==> src/rtl/dot_accumulator_if.sv <==
// dot_accumulator_if
// Bundles the control, term-stream and result-stream signals of the
// dot_accumulator block.
//   start/len           : control unit -> accumulator, begin a vector
//   in_valid/in_data    : term source -> accumulator
//   in_ready            : accumulator -> term source
//   out_valid/out_sum/out_count/overflow : accumulator -> result sink
//   out_ready           : result sink -> accumulator
//   busy                : accumulator status (state is not IDLE)
// The master modport is the environment side; the slave modport is the block.
interface dot_accumulator_if #(
  parameter int WIDTH     = 32,
  parameter int ACC_WIDTH = 48,
  parameter int LEN_WIDTH = 8
);
  logic                 start;
  logic [LEN_WIDTH-1:0] len;
  logic                 in_valid;
  logic [WIDTH-1:0]     in_data;
  logic                 in_ready;
  logic                 out_valid;
  logic                 out_ready;
  logic [ACC_WIDTH-1:0] out_sum;
  logic [LEN_WIDTH-1:0] out_count;
  logic                 overflow;
  logic                 busy;

  modport master (
    output start, len, in_valid, in_data, out_ready,
    input  in_ready, out_valid, out_sum, out_count, overflow, busy
  );

  modport slave (
    input  start, len, in_valid, in_data, out_ready,
    output in_ready, out_valid, out_sum, out_count, overflow, busy
  );
endinterface

==> src/rtl/dot_accumulator.sv <==
// dot_accumulator
// Sums a programmed number of unsigned terms from the pipeline stage into a
// wide accumulator and presents the total over a valid/ready handshake.
//   clk   : single clock, rising edge
//   rst_n : asynchronous active-low reset, discards any partial result
//   bus   : dot_accumulator_if slave (start/len, term stream, result stream,
//           busy status)
// The parameters must match those of the connected interface instance.
module dot_accumulator #(
  parameter int WIDTH     = 32,
  parameter int ACC_WIDTH = 48,
  parameter int LEN_WIDTH = 8
) (
  input  logic              clk,
  input  logic              rst_n,
  dot_accumulator_if.slave  bus
);

  typedef enum logic [1:0] {
    IDLE = 2'd0,
    ACC  = 2'd1,
    DONE = 2'd2
  } state_t;

  state_t               state;
  logic [ACC_WIDTH-1:0] acc;
  logic [LEN_WIDTH-1:0] count;
  logic [LEN_WIDTH-1:0] len_reg;
  logic                 ovf;

  // One extra bit above the accumulator captures the carry out of the add.
  logic [ACC_WIDTH:0]   sum_next;
  logic [LEN_WIDTH-1:0] count_next;

  always_comb begin
    sum_next   = {1'b0, acc} + (ACC_WIDTH+1)'(bus.in_data);
    count_next = count + 1'b1;
  end

  // Control FSM and datapath registers. A zero-length vector skips ACC and
  // reports an empty result directly.
  always_ff @(posedge clk or negedge rst_n) begin
    if (!rst_n) begin
      state   <= IDLE;
      acc     <= '0;
      count   <= '0;
      len_reg <= '0;
      ovf     <= 1'b0;
    end else begin
      case (state)
        IDLE: begin
          if (bus.start) begin
            acc     <= '0;
            count   <= '0;
            ovf     <= 1'b0;
            len_reg <= bus.len;
            state   <= (bus.len != '0) ? ACC : DONE;
          end
        end
        ACC: begin
          if (bus.in_valid) begin
            acc   <= sum_next[ACC_WIDTH-1:0];
            count <= count_next;
            if (sum_next[ACC_WIDTH]) ovf <= 1'b1;
            if (count_next == len_reg) state <= DONE;
          end
        end
        DONE: begin
          if (bus.out_ready) state <= IDLE;
        end
        default: state <= IDLE;
      endcase
    end
  end

  // Handshake outputs decode the state register only, so no input reaches
  // them combinationally.
  assign bus.in_ready  = (state == ACC);
  assign bus.out_valid = (state == DONE);
  assign bus.busy      = (state != IDLE);
  assign bus.out_sum   = acc;
  assign bus.out_count = count;
  assign bus.overflow  = ovf;

endmodule

==> src/flat_wrapper.sv <==
// flat-port wrapper written by rule: the top's interface ports become plain ports
module dot_accumulator_flat 
#(
  parameter int WIDTH     = 32,
  parameter int ACC_WIDTH = 48,
  parameter int LEN_WIDTH = 8
)
  (clk, rst_n, bus_start, bus_len, bus_in_valid, bus_in_data, bus_out_ready, bus_in_ready, bus_out_valid, bus_out_sum, bus_out_count, bus_overflow, bus_busy);
  dot_accumulator_if #(.WIDTH(WIDTH), .ACC_WIDTH(ACC_WIDTH), .LEN_WIDTH(LEN_WIDTH)) bus_i ();
  input  logic clk;
  input  logic rst_n;
  input wire logic [$bits(bus_i.start)-1:0] bus_start;
  input wire logic [$bits(bus_i.len)-1:0] bus_len;
  input wire logic [$bits(bus_i.in_valid)-1:0] bus_in_valid;
  input wire logic [$bits(bus_i.in_data)-1:0] bus_in_data;
  input wire logic [$bits(bus_i.out_ready)-1:0] bus_out_ready;
  output wire logic [$bits(bus_i.in_ready)-1:0] bus_in_ready;
  output wire logic [$bits(bus_i.out_valid)-1:0] bus_out_valid;
  output wire logic [$bits(bus_i.out_sum)-1:0] bus_out_sum;
  output wire logic [$bits(bus_i.out_count)-1:0] bus_out_count;
  output wire logic [$bits(bus_i.overflow)-1:0] bus_overflow;
  output wire logic [$bits(bus_i.busy)-1:0] bus_busy;
  assign bus_i.start = bus_start;
  assign bus_i.len = bus_len;
  assign bus_i.in_valid = bus_in_valid;
  assign bus_i.in_data = bus_in_data;
  assign bus_i.out_ready = bus_out_ready;
  assign bus_in_ready = bus_i.in_ready;
  assign bus_out_valid = bus_i.out_valid;
  assign bus_out_sum = bus_i.out_sum;
  assign bus_out_count = bus_i.out_count;
  assign bus_overflow = bus_i.overflow;
  assign bus_busy = bus_i.busy;
  dot_accumulator #(.WIDTH(WIDTH), .ACC_WIDTH(ACC_WIDTH), .LEN_WIDTH(LEN_WIDTH)) u_core (.clk(clk), .rst_n(rst_n), .bus(bus_i));
endmodule
==> config.mk <==
export PLATFORM = sky130hd
export DESIGN_NAME = dot_accumulator_flat
export DESIGN_NICKNAME = d
export VERILOG_FILES = /design/src/rtl/dot_accumulator_if.sv /design/src/rtl/dot_accumulator.sv /design/src/flat_wrapper.sv
export SDC_FILE = /design/constraint.sdc
export NUM_CORES = 1
export LEC_CHECK = 0
export BUFFER_PORTS_ARGS = -buffer_cell sky130_fd_sc_hd__buf_4
export CAP_MARGIN = 20
export CELL_PAD_IN_SITES_DETAIL_PLACEMENT = 2
export CELL_PAD_IN_SITES_GLOBAL_PLACEMENT = 2
export CORE_MARGIN = 3
export CORE_UTILIZATION = 30
export CTS_CLUSTER_SIZE = 28
export DETAILED_ROUTE_END_ITERATION = 8
export GPL_ROUTABILITY_DRIVEN = 0
export GPL_TIMING_DRIVEN = 0
export PLACE_DENSITY_LB_ADDON = 0.1
export SLEW_MARGIN = 20
export SYNTH_ARGS = -nofsm -noshare
export SYNTH_HDL_FRONTEND = slang
export SYNTH_SLANG_ARGS = --single-unit
==> constraint.sdc <==
create_clock -name clk -period 7.7 [get_ports clk]
set_input_delay 0.77 -clock clk [delete_from_list [all_inputs] [get_ports clk]]
set_output_delay 0.77 -clock clk [all_outputs]
set_load 0.03 [all_outputs]
==> results.toml <==
[detailed_routing]
drt-total-wl_um = 16400
vias = 4617
wl_met1_um = 7610
met3_length_um = 534
wl_per_cell_um = 18.7
drc_errors = 0
first_pass_iters = 4
vias_per_cell = 5.29
met2_length_um = 8030
postRouteAntennaNets = 0
dr.first_iter.drc_count = 132
top_layer = "met4"

[synth]
synth_commonest_cells = "102 x nand2_1, 67 x dfrtp_1, 47 x o21ai_0"
post_synth_num_cell_types = 69
synth_ff_type = "dfrtp_1"
netlist_instances = 542
syn-cell-area_um2 = 4730
synth.avg_cell_area_um2 = 8.73
seq_area_frac_synth_pct = 35.4
synth_top_area_cell = "dfrtp_1"
ys_ff_latch = 67
synthTopCellsByArea = "dfrtp_1 35%, ha_1 8.7%, nand2_1 8.1%"
async_flop_share_pct = 100
yosysMostFrequentCell = "nand2_1"
synth_top_area_share_pct = 35.4
yosys_warnings = 0
synth_edf_count = 0
synth_fp_nets = 621

[clocking]
cts.path.max_buffers = 2
numCtsBuffers = 9
cts-hold-fix-buffers = 0
path_clk_slew_ps = 60
clkSinkCount = 67
postCtsSetupRepairBufs = 0
cts-resized-gates = 0
clockRootBuffer = "clkbuf_16"
cts_tree = "built"
htreeDepth = 3
worstSkewPairLatency_ps = 340

[timing]
setup-tns-final_ps = 0
rsz0062_at_grt = "false"
period_minus_slack_ps = 3900
max_freq_mhz = 256
drv_slew = 0
fin_crit_sh_pct = 50.7
worstMarginPinSlew_ps = 938
hold_ws_ps = 507
finalHoldViolCount = 0
setup_viol = 0
fin_skew_ps = 5.60
slew_headroom_pct = 37.5

[die]
dieWidth_um = 132
rows = 45
die_h_um = 132
start_util_pct = 30.9
boundaryPins = 105
core_um2 = 15300
dieArea_um2 = 17300

[global_route]
grt_pass1_vias = 5128
grt_start_max_net_pins = 68
grt_use_total_pct = 19.2
antenna_found_initial = 0
grt_pass1_wl_um = 27300
globalRouteOverflowTotal = 0

[worst_setup_path]
cp-end-kind = "register"
slowest_stage = "a311oi_2"
crit_buf_inv = 2
critPathTopFamily = "compound AO/OA/AOI/OAI gates"
cp.required_ps = 7930
cp.arrival_ps = 4140
crit_type = "in2reg"
setup.worst_path.start_class = "primary input"
crit_chain = "buf_4, ha_1, fa_1, a211oi_1, o21bai_1, a211oi_2, o31a_1, o21ai_1, a311oi_2, buf_4, nor3_1, o21a_1"
cpMostUsedCell = "buf_4"
max_stage_delay_ps = 560
critPathMaxFanout = 10

[layout]
final_util_pct = 40.0
finalNonFillerCells = 873
n_fill_cell = 1753
multi_input_area_um2 = 2860
largest_register_ffs = 48
fin_nets = 736
syn2layout_area_growth_pct = 29.5
final_cell_area_um2 = 6130
seqCellArea_um2 = 1680
layout-drive-gt1-share_pct = 22.4
antenna_cells = 0

[status]
status = "completed"

[pwr]
cellLeakagePower_nw = 2.79
power.density_cell_area_nw_per_um2 = 453
ir_drop_uv = 158

[placed_design]
dp_cells = 857
io_buffers = 104
dp_hpwl_um = 12400
placed_area_um2 = 5780

[min_path]
hold_path.class = "reg2reg"

[job]
maxCapViolCount = 0
routing by layer:
layer  vias to the layer above  track usage [%]
li1                       2197                -
met1                      2326             24.8
met2                        80             33.4
met3                        14             2.99
met4                         0             5.08
met5                         -                0
power by group:
group,leakage [nW],switching [mW],internal [mW],total [mW]
Clock,0.161,0.171,0.325,0.496
Combinational,1.77,1.01,0.642,1.65
Sequential,0.853,0.142,0.487,0.630
final timing paths:
path                                          end  slack [ps]                   from  depth (start not counted)
setup / recovery              u_core.bus.overflow        3800         bus_in_data[0]                         12
hold / removal                  u_core.len_reg[0]         510      u_core.len_reg[0]                          2
setup reg to reg              u_core.bus.overflow        3890  u_core.bus.out_sum[0]                         11
hold reg to reg                 u_core.len_reg[0]         510      u_core.len_reg[0]                          2
max in group asynchronous  u_core.bus.out_sum[45]        6530                  rst_n                          1
min in group asynchronous   u_core.bus.out_sum[0]         580                  rst_n                          1
worst register-to-register path, cell delays in order, from the launching register on:
cell and delay (ps):
dfrtp_1 410, ha_1 270, fa_1 440, a211oi_1 310
o21bai_1 180, a211oi_2 390, o31a_1 380, o21ai_1 210
a311oi_2 560, buf_4 290, nor3_1 70, o21a_1 180
final cells by class:
| class | count | share of cell area [%] |
|---|---|---|
| well taps | 211 | 4.31 |
| flip-flops and latches | 67 | 27.4 |
| clock inverters | 6 | 1.84 |
| plain buffers | 25 | 2.63 |
| clock buffers | 10 | 3.90 |
| inverters | 8 | 0.490 |
| repair buffers | 104 | 12.7 |
| multi-input cells | 442 | 46.7 |
kinds of logic (layout without fill, tap and decap cells):
group / after synthesis / count (layout) / synth area share, %
XOR/XNOR: 38 / 38 / 7.03
adder cells (fa/ha/maj): 34 / 34 / 9.15
multiplexers: 5 / 5 / 1.06
flip-flops: 67 / 67 / 35.4
buffers and inverters: 33 / 153 / 4.05
AO/OA/AOI/OAI: 172 / 172 / 23.9
AND/OR/NAND/NOR: 193 / 193 / 19.4
layout by cell type (no fill, tap or decap), types with 6 or more instances in the layout:
| cell type | Yosys | layout |
|---|---|---|
| or4_1 | 6 | 6 |
| ha_1 | 33 | 33 |
| nand3_1 | 16 | 16 |
| o31ai_1 | 10 | 10 |
| a21oi_1 | 40 | 40 |
| buf_4 | 1 | 105 |
| o21ai_0 | 47 | 47 |
| o21bai_1 | 7 | 7 |
| o21ai_1 | 7 | 7 |
| clkbuf_16 | 0 | 9 |
| nor2_1 | 22 | 22 |
| inv_1 | 8 | 8 |
| xor2_1 | 16 | 16 |
| a21o_1 | 16 | 16 |
| nand2_1 | 102 | 102 |
| clkbuf_1 | 14 | 14 |
| dfrtp_1 | 67 | 67 |
| xnor2_1 | 22 | 22 |
through the flow:
step	worst slack, ps	power [mW]
finish	3800	2.77
global route	3610	3.00
CTS	3770	2.81
detailed placement	3420	2.29
global placement	3520	2.22
floorplan	4360	1.74
No activity file was read; power rests on OpenSTA's default activity.
